File: config.mk
export PLATFORM = sky130hd
export DESIGN_NAME = mash_dsm_param
export DESIGN_NICKNAME = d
export VERILOG_FILES = /design/src/rtl/mash_dsm_param.sv
export SDC_FILE = /design/constraint.sdc
export NUM_CORES = 1
export LEC_CHECK = 0
export BUFFER_PORTS_ARGS = -buffer_cell sky130_fd_sc_hd__buf_2
export CORE_MARGIN = 4
export CORE_UTILIZATION = 40
export CTS_CLUSTER_DIAMETER = 150
export DETAILED_ROUTE_END_ITERATION = 10
export PLACE_DENSITY = 0.59
export SYNTH_ARGS = -nofsm -noshare
export SYNTH_HDL_FRONTEND = slang
export SYNTH_SLANG_ARGS = --single-unit
File: constraint.sdc
create_clock -name clk -period 3.4 [get_ports clk]
set_input_delay 0.51 -clock clk [delete_from_list [all_inputs] [get_ports clk]]
set_output_delay 0.51 -clock clk [all_outputs]
set_load 0.02 [all_outputs]
File: src/rtl/mash_dsm_param.sv
// MASH 1-1-1 delta-sigma modulator for fractional-N divide ratios.
// Holds an active ratio plus a one-entry shadow loaded through a valid/ready
// handshake. Up to three cascaded first-order accumulators produce carries that
// are noise-shaped into a signed correction added to the integer part. The
// result is clamped to the output range and registered.
module mash_dsm_param #(
    parameter int unsigned ACC_W = 16,
    parameter int unsigned INT_W = 4,
    parameter int unsigned ORDER = 3
) (
    input  logic             clk,
    input  logic             rst_n,
    input  logic             en,
    input  logic             clr,
    input  logic             cfg_valid,
    output logic             cfg_ready,
    input  logic [INT_W-1:0] cfg_int,
    input  logic [ACC_W-1:0] cfg_frac,
    output logic [INT_W-1:0] out,
    output logic             out_valid,
    output logic             sat
);

    // Two guard bits cover the correction range -3..+4 on top of act_int.
    localparam int unsigned SW = INT_W + 2;

    // Ratio registers
    logic [INT_W-1:0] act_int_q, act_int_d;
    logic [ACC_W-1:0] act_frac_q, act_frac_d;
    logic [INT_W-1:0] shd_int_q, shd_int_d;
    logic [ACC_W-1:0] shd_frac_q, shd_frac_d;
    logic             pend_q, pend_d;

    // Accumulator stages, carries and carry histories
    logic [ACC_W-1:0] acc1_q, acc1_d;
    logic [ACC_W-1:0] acc2_q, acc2_d;
    logic [ACC_W-1:0] acc3_q, acc3_d;
    logic             c1_q, c1_d;
    logic             c2_q, c2_d;
    logic             c3_q, c3_d;
    logic             c2_z1_q, c2_z1_d;
    logic             c3_z1_q, c3_z1_d;
    logic             c3_z2_q, c3_z2_d;

    // Full-width stage sums; the top bit is the stage carry
    logic [ACC_W:0]   sum1;
    logic [ACC_W:0]   sum2;
    logic [ACC_W:0]   sum3;

    // Output registers
    logic [INT_W-1:0] out_q, out_d;
    logic             sat_q, sat_d;
    logic             out_valid_q, out_valid_d;

    // Signed correction arithmetic
    logic signed [SW-1:0] c1_s;
    logic signed [SW-1:0] c2_s;
    logic signed [SW-1:0] c2_z1_s;
    logic signed [SW-1:0] c3_s;
    logic signed [SW-1:0] c3_z1_x2_s;
    logic signed [SW-1:0] c3_z2_s;
    logic signed [SW-1:0] corr;
    logic signed [SW-1:0] int_s;
    logic signed [SW-1:0] max_s;
    logic signed [SW-1:0] raw;

    assign cfg_ready = !pend_q;
    assign out       = out_q;
    assign sat       = sat_q;
    assign out_valid = out_valid_q;

    // Shadow handshake and shadow-to-active transfer on the next enabled cycle.
    // clr leaves the ratio path untouched.
    always_comb begin
        act_int_d  = act_int_q;
        act_frac_d = act_frac_q;
        shd_int_d  = shd_int_q;
        shd_frac_d = shd_frac_q;
        pend_d     = pend_q;
        if (pend_q) begin
            if (en) begin
                act_int_d  = shd_int_q;
                act_frac_d = shd_frac_q;
                pend_d     = 1'b0;
            end
        end else if (cfg_valid) begin
            shd_int_d  = cfg_int;
            shd_frac_d = cfg_frac;
            pend_d     = 1'b1;
        end
    end

    // Ratio state register
    always_ff @(posedge clk or negedge rst_n) begin
        if (!rst_n) begin
            act_int_q  <= '0;
            act_frac_q <= '0;
            shd_int_q  <= '0;
            shd_frac_q <= '0;
            pend_q     <= 1'b0;
        end else begin
            act_int_q  <= act_int_d;
            act_frac_q <= act_frac_d;
            shd_int_q  <= shd_int_d;
            shd_frac_q <= shd_frac_d;
            pend_q     <= pend_d;
        end
    end

    // Cascaded accumulator next state; each stage integrates the previous
    // stage's pre-update residue, and unused stages stay at zero.
    always_comb begin
        sum1    = {1'b0, acc1_q} + {1'b0, act_frac_q};
        sum2    = {1'b0, acc2_q} + {1'b0, acc1_q};
        sum3    = {1'b0, acc3_q} + {1'b0, acc2_q};
        acc1_d  = acc1_q;
        acc2_d  = acc2_q;
        acc3_d  = acc3_q;
        c1_d    = c1_q;
        c2_d    = c2_q;
        c3_d    = c3_q;
        c2_z1_d = c2_z1_q;
        c3_z1_d = c3_z1_q;
        c3_z2_d = c3_z2_q;
        if (clr) begin
            acc1_d  = '0;
            acc2_d  = '0;
            acc3_d  = '0;
            c1_d    = 1'b0;
            c2_d    = 1'b0;
            c3_d    = 1'b0;
            c2_z1_d = 1'b0;
            c3_z1_d = 1'b0;
            c3_z2_d = 1'b0;
        end else if (en) begin
            acc1_d = sum1[ACC_W-1:0];
            c1_d   = sum1[ACC_W];
            if (ORDER >= 2) begin
                acc2_d = sum2[ACC_W-1:0];
                c2_d   = sum2[ACC_W];
            end
            if (ORDER >= 3) begin
                acc3_d = sum3[ACC_W-1:0];
                c3_d   = sum3[ACC_W];
            end
            c2_z1_d = c2_q;
            c3_z1_d = c3_q;
            c3_z2_d = c3_z1_q;
        end
    end

    // Accumulator state register
    always_ff @(posedge clk or negedge rst_n) begin
        if (!rst_n) begin
            acc1_q  <= '0;
            acc2_q  <= '0;
            acc3_q  <= '0;
            c1_q    <= 1'b0;
            c2_q    <= 1'b0;
            c3_q    <= 1'b0;
            c2_z1_q <= 1'b0;
            c3_z1_q <= 1'b0;
            c3_z2_q <= 1'b0;
        end else begin
            acc1_q  <= acc1_d;
            acc2_q  <= acc2_d;
            acc3_q  <= acc3_d;
            c1_q    <= c1_d;
            c2_q    <= c2_d;
            c3_q    <= c3_d;
            c2_z1_q <= c2_z1_d;
            c3_z1_q <= c3_z1_d;
            c3_z2_q <= c3_z2_d;
        end
    end

    // Noise-shaped correction, added to the integer part and clamped to range
    always_comb begin
        c1_s       = {{(SW-1){1'b0}}, c1_q};
        c2_s       = {{(SW-1){1'b0}}, c2_q};
        c2_z1_s    = {{(SW-1){1'b0}}, c2_z1_q};
        c3_s       = {{(SW-1){1'b0}}, c3_q};
        c3_z1_x2_s = {{(SW-2){1'b0}}, c3_z1_q, 1'b0};
        c3_z2_s    = {{(SW-1){1'b0}}, c3_z2_q};
        corr       = c1_s + (c2_s - c2_z1_s) + (c3_s - c3_z1_x2_s + c3_z2_s);
        int_s      = $signed({2'b00, act_int_q});
        max_s      = $signed({2'b00, {INT_W{1'b1}}});
        raw        = int_s + corr;

        out_d       = out_q;
        sat_d       = sat_q;
        out_valid_d = 1'b0;
        if (clr) begin
            out_d = '0;
            sat_d = 1'b0;
        end else if (en) begin
            out_valid_d = 1'b1;
            if (raw < 0) begin
                out_d = '0;
                sat_d = 1'b1;
            end else if (raw > max_s) begin
                out_d = {INT_W{1'b1}};
                sat_d = 1'b1;
            end else begin
                out_d = raw[INT_W-1:0];
                sat_d = 1'b0;
            end
        end
    end

    // Output register
    always_ff @(posedge clk or negedge rst_n) begin
        if (!rst_n) begin
            out_q       <= '0;
            sat_q       <= 1'b0;
            out_valid_q <= 1'b0;
        end else begin
            out_q       <= out_d;
            sat_q       <= sat_d;
            out_valid_q <= out_valid_d;
        end
    end

endmodule

; ---- Yosys cells after proc, flatten, opt, wreduce, memory -nomap -nowiden
; Cells that the tools add are included.
[word_totals]
word_cells = 64
reg_bits = 101
out_inout_bits = 7
[op_classes]
n_addsub = 9
order_cmp = 2
n_reduce_logical = 4
n_bitwise = 1
mux = 31
[ops]
columns = op, count
row1 = $mux W16, 6
row2 = $add A16 B16 Y17, 3
row3 = $mux W1, 21
row4 = $mux W4, 4
row5 = $add A5 B5 Y6, 1
row6 = $gt A6 B5 Y1 const B, 1
row7 = $lt A6 B1 Y1 const B, 1
row8 = $add A3 B4 Y5, 1
row9 = $add A3 B2 Y4, 1
row10 = $reduce_and A2 Y1, 2
row11 = $add A2 B2 Y3, 1
row12 = $sub A1 B2 Y3, 1
row13 = $reduce_bool A2 Y1, 1
row14 = $sub A1 B1 Y2, 1
row15 = $logic_not A1 Y1, 1
row16 = $not A1 Y1, 1

; ---- Depth between registers and ports, before layout
; Gate-level depths: netlist of run 1.
[depth]
depth_word = 9
ltp_mapped = 12
depth_no_buf = 12

; ---- Least setup slack after synthesis of run 1
; No wires, ideal clock.
[synth_path]
path_kind = flip-flop to flip-flop
from = register c2_q
to = register out_q[0], in the netlist out[0]
arrival_time_ns = 2.494
slack_ns = 0.824
stages_incl_launch_ff = 12
t_required_ns = 3.317
period_less_slack_ns = 2.576
setup_ns = 0.083
path_cell_list = dfrtp_1 -> inv_1 -> ha_1 -> xor2_1 -> ha_1 -> ha_1 -> a21o_1 -> a21oi_1 -> or4b_2 -> nand4_1 -> nand2_1 -> o21ai_0
[synth_between]
elab_chain_len = 9
word_cells_on_any_way = 10
classes_between = 4 x add/sub / 2 x order compare / 4 x mux
[synth_rtl]
columns = item, line_no
row1 = from (decl), 39  ; logic c2_q, c2_d;
row2 = from (signal assigned), 159  ; c2_q <= 1'b0;
row3 = from (signal assigned), 169  ; c2_q <= c2_d;
row4 = $sub A1 B1 Y2 (*), 185  ; corr = c1_s + (c2_s - c2_z1_s) + (c3_s - c3_z1_x2_s + c3_z2_s);
row5 = $add A2 B2 Y3 (*), 185
row6 = $add A3 B4 Y5 (*), 185
row7 = $add A5 B5 Y6 (*), 188  ; raw = int_s + corr;
row8 = $gt A6 B5 Y1, 201  ; end else if (raw > max_s) begin
row9 = $mux W4, 201
row10 = $mux W4 (*), 198  ; if (raw < 0) begin
row11 = $mux W4 (*), 196  ; end else if (en) begin
row12 = $mux W4 (*), 193  ; if (clr) begin
row13 = to (signal assigned), 218  ; out_q <= out_d;
row14 = to (decl), 51  ; logic [INT_W-1:0] out_q, out_d;
; Every way passes the cells marked *; elsewhere a longest branch is shown, timed or not. The select of a mux whose other input is x is not followed.
; A chain may end at the register's enable or synchronous reset.

; ---- Final worst setup path of run 1
[layout_path]
from = register c2_q
to = register out_q[2], in the netlist out[2]
; Same word-level chain as after synthesis.

==> results.json, run 1 <==
{
  "post-synth-top-area-fraction_pct": 39.44,
  "multiInputGateArea_mm2": 0.003690,
  "skew_ns": 0.007402,
  "r2r-end": "out[2]",
  "antenna_cells": 0,
  "crit_path_end": "out[2]",
  "numCtsBuffers": 9,
  "fin_crit_sh_pct": 84.44,
  "initial_utilization_pct": 40.64,
  "core_mm2": 0.01577,
  "power.density_mw_per_mm2": 727.9,
  "max_freq_mhz": 348.3,
  "power.leakage_nw": 3.394,
  "synth_ff_type": "dfrtp_1",
  "synthArstFlopShare_pct": 100.0,
  "synth_seq_cells": 101,
  "cts_max_level": 3,
  "dp_hpwl_um": 9773,
  "grt_pass1_wl_um": 23240,
  "grt_max_degree": 86,
  "pre_cts_ws_ns": 0.5042,
  "clkLatencyLatePin_ns": 0.35,
  "ir_drop_mv": 0.4171,
  "syn_nets": 731,
  "tritoncts": "done",
  "synth_area_mm2": 0.006409,
  "grt_overflow": 0,
  "synth_edf_count": 0,
  "reg2regPathDepth": 11,
  "cp.required_ns": 3.66,
  "rsz0062_at_grt": "false",
  "cp.arrival_ns": 3.13,
  "cp_slowest_stage_delay_ns": 0.62,
  "crit_top_cell": "ha_1",
  "yosys-top-cells-area": "dfrtp_1 (39%), ha_1 (11%), mux2_2 (7.0%)",
  "fillers": 1522,
  "hold_viol": 0,
  "worst_slack_ns": 0.5290,
  "finalCriticalPeriod_ns": 2.871,
  "cp_slowest_cell": "or4b_2",
  "nNetsFinal": 756,
  "io_buffer_count": 31,
  "ys_types": 59,
  "synth_top_area_cell": "dfrtp_1",
  "ctsResizeCount": 0,
  "die-area_mm2": 0.01811,
  "ant_nets": 0,
  "postCtsSetupBuffers": 0,
  "die_w_um": 134.6,
  "path_max_fanout": 4,
  "setup_tns_ns": 0,
  "ios": 32,
  "gp_congestion": 0.9524,
  "die_y_um": 134.6,
  "timing.rr.start": "c2_q",
  "clock_path_buffers": 2,
  "clockRootBuffer": "clkbuf_16",
  "path_cells": "inv_1 > ha_1 > xor2_1 > ha_1 > ha_1 > a21o_1 > a21oi_1 > or4b_2 > nand4_1 > nand2_1 > o21ai_0",
  "finalSetupViolations": 0,
  "worst_setup_path_end_kind": "register",
  "area_delta_synth_final_pct": 10.72,
  "drtIter0Drc": 201,
  "hold_class": "primary input to async pin",
  "tightest_slew_ns": 1.014,
  "regArea_mm2": 0.002527,
  "drt_pass1_iterations": 4,
  "cts.sinks": 101,
  "hold_buffers": 0,
  "wl_per_cell_um": 14.86,
  "cp-startpoint": "c2_q",
  "synth-seq-area-share_pct": 39.44,
  "crit_path_start_kind": "register",
  "max-cap-violations": 0,
  "avgSynthCellArea_um2": 9.982,
  "clkTransAtPathRegs_ns": 0.07,
  "drcViolationCount": 0,
  "syn_inst": 642,
  "slew_headroom_pct": 32.07,
  "drive_above_1_share_pct": 15.48,
  "synth.yosys.warnings": 0,
  "critPathKind": "register to register",
  "final_max_slew_viol_count": 0,
  "via_per_inst": 5.354,
  "antenna_found_initial": 0,
  "routed_wl_um": 13200,
  "num_vias": 4754,
  "grt_util_all_layers_pct": 15.60,
  "ff2ff_setup_slack_ns": 0.53,
  "status": "completed",
  "whs_ns": 0.01760,
  "grt_pass1_vias": 4851,
  "placementRows": 46
}
==> state kept, by name, summed over array words and instances (netlist names), 4 cells and up <==
name and count:
shd_frac_q 16, acc3_q 16, acc1_q 16, out 4
act_frac_q 16, shd_int_q 4, acc2_q 16, act_int_q 4
==> logic make-up after synthesis <==
group | share of synthesized area [%]
compound gates | 18.27
simple gates | 10.86
flops | 39.44
fa+ha+maj | 13.20
mux | 9.840
buf+inv | 3.065
xor+xnor | 5.330
==> synthesized netlist by cell type (4+ instances only) <==
master / number
dfrtp_1: 101
nand2_1: 59
ha_1: 58
nor2_1: 58
o21ai_0: 48
mux2_2: 40
a21oi_1: 38
a21o_1: 21
inv_1: 21
xnor2_1: 20
xor2_1: 19
mux2i_1: 18
clkbuf_1: 17
a211oi_1: 14
nand3_1: 10
nand4_1: 8
nor3_1: 7
a31oi_1: 6
fa_1: 6
o21a_1: 6
nand2b_1: 4
o211ai_1: 4
o21bai_1: 4
o22ai_1: 4
==> cell type report <==
cell class / instances / share of cell area [%]
flip-flops and latches: 101 / 35.62
multi-input cells: 496 / 52.00
clock inverters: 6 / 1.058
repair buffers: 36 / 2.927
well taps: 216 / 3.809
clock buffers: 10 / 3.368
inverters: 23 / 1.217
==> how the worst min path moves through the flow <==
stage,start,to,slack [ns],cells past startpoint
final,rst_n,sat,0.02,1
after global routing,rst_n,out[1],0.02,1
after CTS,rst_n,out_valid,0.01,1
after detailed placement,rst_n,out_valid,0.40,1
after global placement,rst_n,out_valid,0.40,1
after floorplan,rst_n,acc1_q[0],0.21,0
==> where the power goes <==
part | total [W] | switching, W | internal (W)
logic | 0.00227 | 0.00125 | 0.00102
registers | 0.00182 | 0.000288 | 0.00154
clock network | 0.00107 | 0.000470 | 0.000603
total | 0.00517 | 0.00200 | 0.00316
==> per-layer routing <==
| layer | up-vias | GRT usage, % | wire, µm |
|---|---|---|---|
| met5 | - | 0 | 0 |
| met4 | 0 | 6.222 | 223 |
| met3 | 12 | 2.273 | 344 |
| met2 | 71 | 25.64 | 6323 |
| met1 | 2288 | 20.84 | 6308 |
| li1 | 2383 | - | - |
==> cells in the final DEF (no fill, tap or decap), drive strengths merged, types with 3 or more instances in the layout <==
master / n
o22ai: 4
a21o: 21
o21ai: 50
nor3: 7
mux2: 40
o21bai: 4
o211ai: 4
buf: 36
clkinv: 3
xor2: 19
o21a: 6
a211oi: 16
clkbuf: 10
xnor2: 20
a2111oi: 7
ha: 58
nand3: 10
inv: 24
nor2: 58
fa: 6
nand2: 59
a221o: 3
dfrtp: 101
a31oi: 6
nand4: 8
and3: 3
mux2i: 18
a211o: 3
a21oi: 38
nand2b: 4
==> through the flow <==
stage               instance area [µm²]  utilization, %  cells  power, W
CTS                                7096           44.99    888  0.005208
global placement                   6782           43.00    872  0.004020
finish                             7096           44.99    888  0.005165
detailed placement                 6782           43.00    872  0.004094
floorplan                          6409               -    642  0.003605
global route                       7096           44.99    888  0.005635
==> critical path: cells and delay by family, from the launching register on <==
| family | cells | cell delay, ns |
|---|---|---|
| simple gates | 3 | 0.85 |
| fa+ha+maj | 3 | 0.86 |
| xor+xnor | 1 | 0.19 |
| flops | 1 | 0.37 |
| buf+inv | 1 | 0.07 |
| compound gates | 3 | 0.45 |
Power figures use the tool's default switching activity.
==> run 2, diff against run 1 <==
--- a/config.mk
+++ b/config.mk
@@ -5,12 +5,13 @@
 export SDC_FILE = /design/constraint.sdc
 export NUM_CORES = 1
 export LEC_CHECK = 0
+export ABC_AREA = 1
 export BUFFER_PORTS_ARGS = -buffer_cell sky130_fd_sc_hd__buf_2
 export CORE_MARGIN = 4
 export CORE_UTILIZATION = 40
 export CTS_CLUSTER_DIAMETER = 150
 export DETAILED_ROUTE_END_ITERATION = 10
-export PLACE_DENSITY = 0.59
+export PLACE_DENSITY = 0.61
 export SYNTH_ARGS = -nofsm -noshare
 export SYNTH_HDL_FRONTEND = slang
 export SYNTH_SLANG_ARGS = --single-unit
==> constraint.sdc (replaced) <==
create_clock -name clk -period 2.4 [get_ports clk]
set_input_delay 0.36 -clock clk [delete_from_list [all_inputs] [get_ports clk]]
set_output_delay 0.36 -clock clk [all_outputs]
set_load 0.02 [all_outputs]
==> run 2 against run 1 <==
Effect of this change: flip-flop and latch count stayed put; die area grew 6.5%; highest routed layer unchanged; sequential power is 39% higher.
==> results.json, run 2 <==
{
  "drt_pass1_iterations": 4,
  "power_frac_clock_pct": 20.9,
  "r2r-end": "sat",
  "antenna_cells": 0,
  "synth_commonest_cells": "nand2_1 (371), inv_1 (125), dfrtp_1 (101)",
  "avgSynthCellArea_um2": 7.351,
  "hold_class": "primary input to async pin",
  "grt_pass1_wl_um": 25840,
  "drcViolationCount": 0,
  "worst_setup_path_end_kind": "register",
  "hold_viol": 0,
  "clkLatencyLatePin_ns": 0.35,
  "ys_types": 27,
  "timing.rr.start": "act_int_q[0]",
  "clock_path_buffers": 2,
  "fin_crit_sh_pct": 96.11,
  "path_max_fanout": 5,
  "max_freq_mhz": 433.5,
  "grt_pass1_vias": 5671,
  "routed_wl_um": 14210,
  "ff2ff_setup_slack_ns": 0.09,
  "mostFrequentLayoutCell": "nand2_1",
  "cp.required_ns": 2.65,
  "finalCriticalPeriod_ns": 2.307,
  "synth.yosys.warnings": 0,
  "clkTransAtPathRegs_ns": 0.08,
  "slew_headroom_pct": 45.28,
  "reg2regPathDepth": 10,
  "finalSetupViolations": 0,
  "grt_util_all_layers_pct": 15.78,
  "area_delta_synth_final_pct": 11.94,
  "grt_overflow": 0,
  "numCtsBuffers": 9,
  "rsz0062_at_grt": "true",
  "setup_tns_ns": 0,
  "cp.arrival_ns": 2.55,
  "gp_congestion": 0.8394,
  "synth_top_area_cell": "dfrtp_1",
  "initial_utilization_pct": 41.02,
  "placementRows": 47,
  "power.leakage_nw": 4.411,
  "power.density_mw_per_mm2": 891.2,
  "clockRootBuffer": "clkbuf_16",
  "synth_ff_type": "dfrtp_1",
  "wl_per_cell_um": 11.89,
  "tritoncts": "done",
  "power_w": 0.006835,
  "synth_seq_cells": 101,
  "io_buffer_count": 31,
  "max-cap-violations": 0,
  "crit_path_start_kind": "register",
  "drtIter0Drc": 209,
  "yosysMostFrequentCell": "nand2_1",
  "critPathKind": "register to register",
  "synth-seq-area-share_pct": 36.89,
  "synthArstFlopShare_pct": 100.0,
  "antenna_found_initial": 0,
  "ios": 32,
  "ir_drop_mv": 0.5677,
  "synth_area_mm2": 0.006852,
  "grt_max_degree": 47,
  "drive_above_1_share_pct": 9.538,
  "yosys-top-cells-area": "dfrtp_1 (37%), nand2_1 (20%), ha_1 (11%)",
  "die_y_um": 138.9,
  "core_mm2": 0.01670,
  "syn_nets": 1021,
  "nNetsFinal": 1059,
  "dp_hpwl_um": 10860,
  "pwr-share-seq_pct": 37.0,
  "p_sw_w": 0.002824,
  "die_w_um": 138.9,
  "num_vias": 5654,
  "skew_ns": 0.008604,
  "fillers": 1701,
  "swShare_pct": 41.32,
  "post-synth-top-area-fraction_pct": 36.89,
  "cts_max_level": 3,
  "status": "completed",
  "final_max_slew_viol_count": 0,
  "die-area_mm2": 0.01929,
  "intPower_w": 0.004011,
  "via_per_inst": 4.731,
  "tightest_slew_ns": 0.8188,
  "power_frac_comb_pct": 42.1,
  "final_cell_mix": "nand2_1 (369), inv_1 (122), dfrtp_1 (101)",
  "syn_inst": 932,
  "cts.sinks": 101,
  "synth_edf_count": 0,
  "ant_nets": 0
}
## run 2: what timing repair did
action | in CTS | in global routing
setup endpoints to repair | 5 | 5
pin swaps | 1 | 0
setup buffers | 0 | 1
hold buffers | 0 | 0
resized for setup | 3 | 9
endpoints found under the hold margin | 0 | 0
## run 2: critical path, cell delays in order (launching register included)
cell and delay, ns:
dfrtp_1 0.40, fa_1 0.58, fa_2 0.24, inv_2 0.04
fa_2 0.35, o21ai_2 0.13, xnor2_1 0.13, buf_4 0.15
nand2_1 0.05, nand2_1 0.06, nand2_1 0.05
## run 2: routing by layer
layer,global-route usage [%],routed length (µm)
met1,20.96,7164
met4,4.943,206
met5,0,0
met3,2.138,285
met2,26.80,6555
## run 2: metrics by stage
step	utilization, %	instances	setup WS [ns]	hold slack [ns]	area (µm²)
finish	45.92	1195	0.09330	0.01094	7670
global route	45.92	1195	-0.05680	0.06458	7670
CTS	45.68	1194	0.002004	0.03252	7630
detailed placement	43.94	1178	-0.02935	0.4156	7338
global placement	43.94	1178	0.04500	0.4140	7338
floorplan	-	932	0.1487	0.06441	6852
## run 2: how the worst max path moves through the flow
stage                       startpoint      to  slack (ns)
final                     act_int_q[0]     sat        0.09
after global routing      act_int_q[0]     sat       -0.06
after CTS                 act_int_q[0]     sat       0.002
after detailed placement  act_int_q[0]     sat       -0.03
after global placement            c2_q     sat        0.04
after floorplan                   c2_q  out[0]        0.15
## run 2: cells by family after synthesis
group / count (synthesis) / synth area share (%)
mux: 38 / 6.245
simple gates: 505 / 29.75
fa+ha+maj: 64 / 12.34
buf+inv: 143 / 7.980
compound gates: 75 / 6.026
flops: 101 / 36.89
xor+xnor: 6 / 0.7670
## run 2: power groups by stage
stage	combinational (W)	clock (W)	sequential, W
2_1_floorplan	0.00227	0	0.00243
3_3_place_gp	0.00281	0	0.00255
3_5_place_dp	0.00286	0	0.00256
4_1_cts	0.00288	0.00147	0.00253
5_1_grt	0.00336	0.00153	0.00260
6_report	0.00288	0.00143	0.00253
## run 2: area by class of cell
class	instances	area (µm²)	share of cell area, %
clock buffers	10	229.0	2.985
clock inverters	6	53.80	0.7015
repair buffers	42	277.8	3.622
multi-input cells	688	3826	49.89
inverters	128	480.5	6.264
flip-flops and latches	101	2527	32.95
well taps	220	275.3	3.589
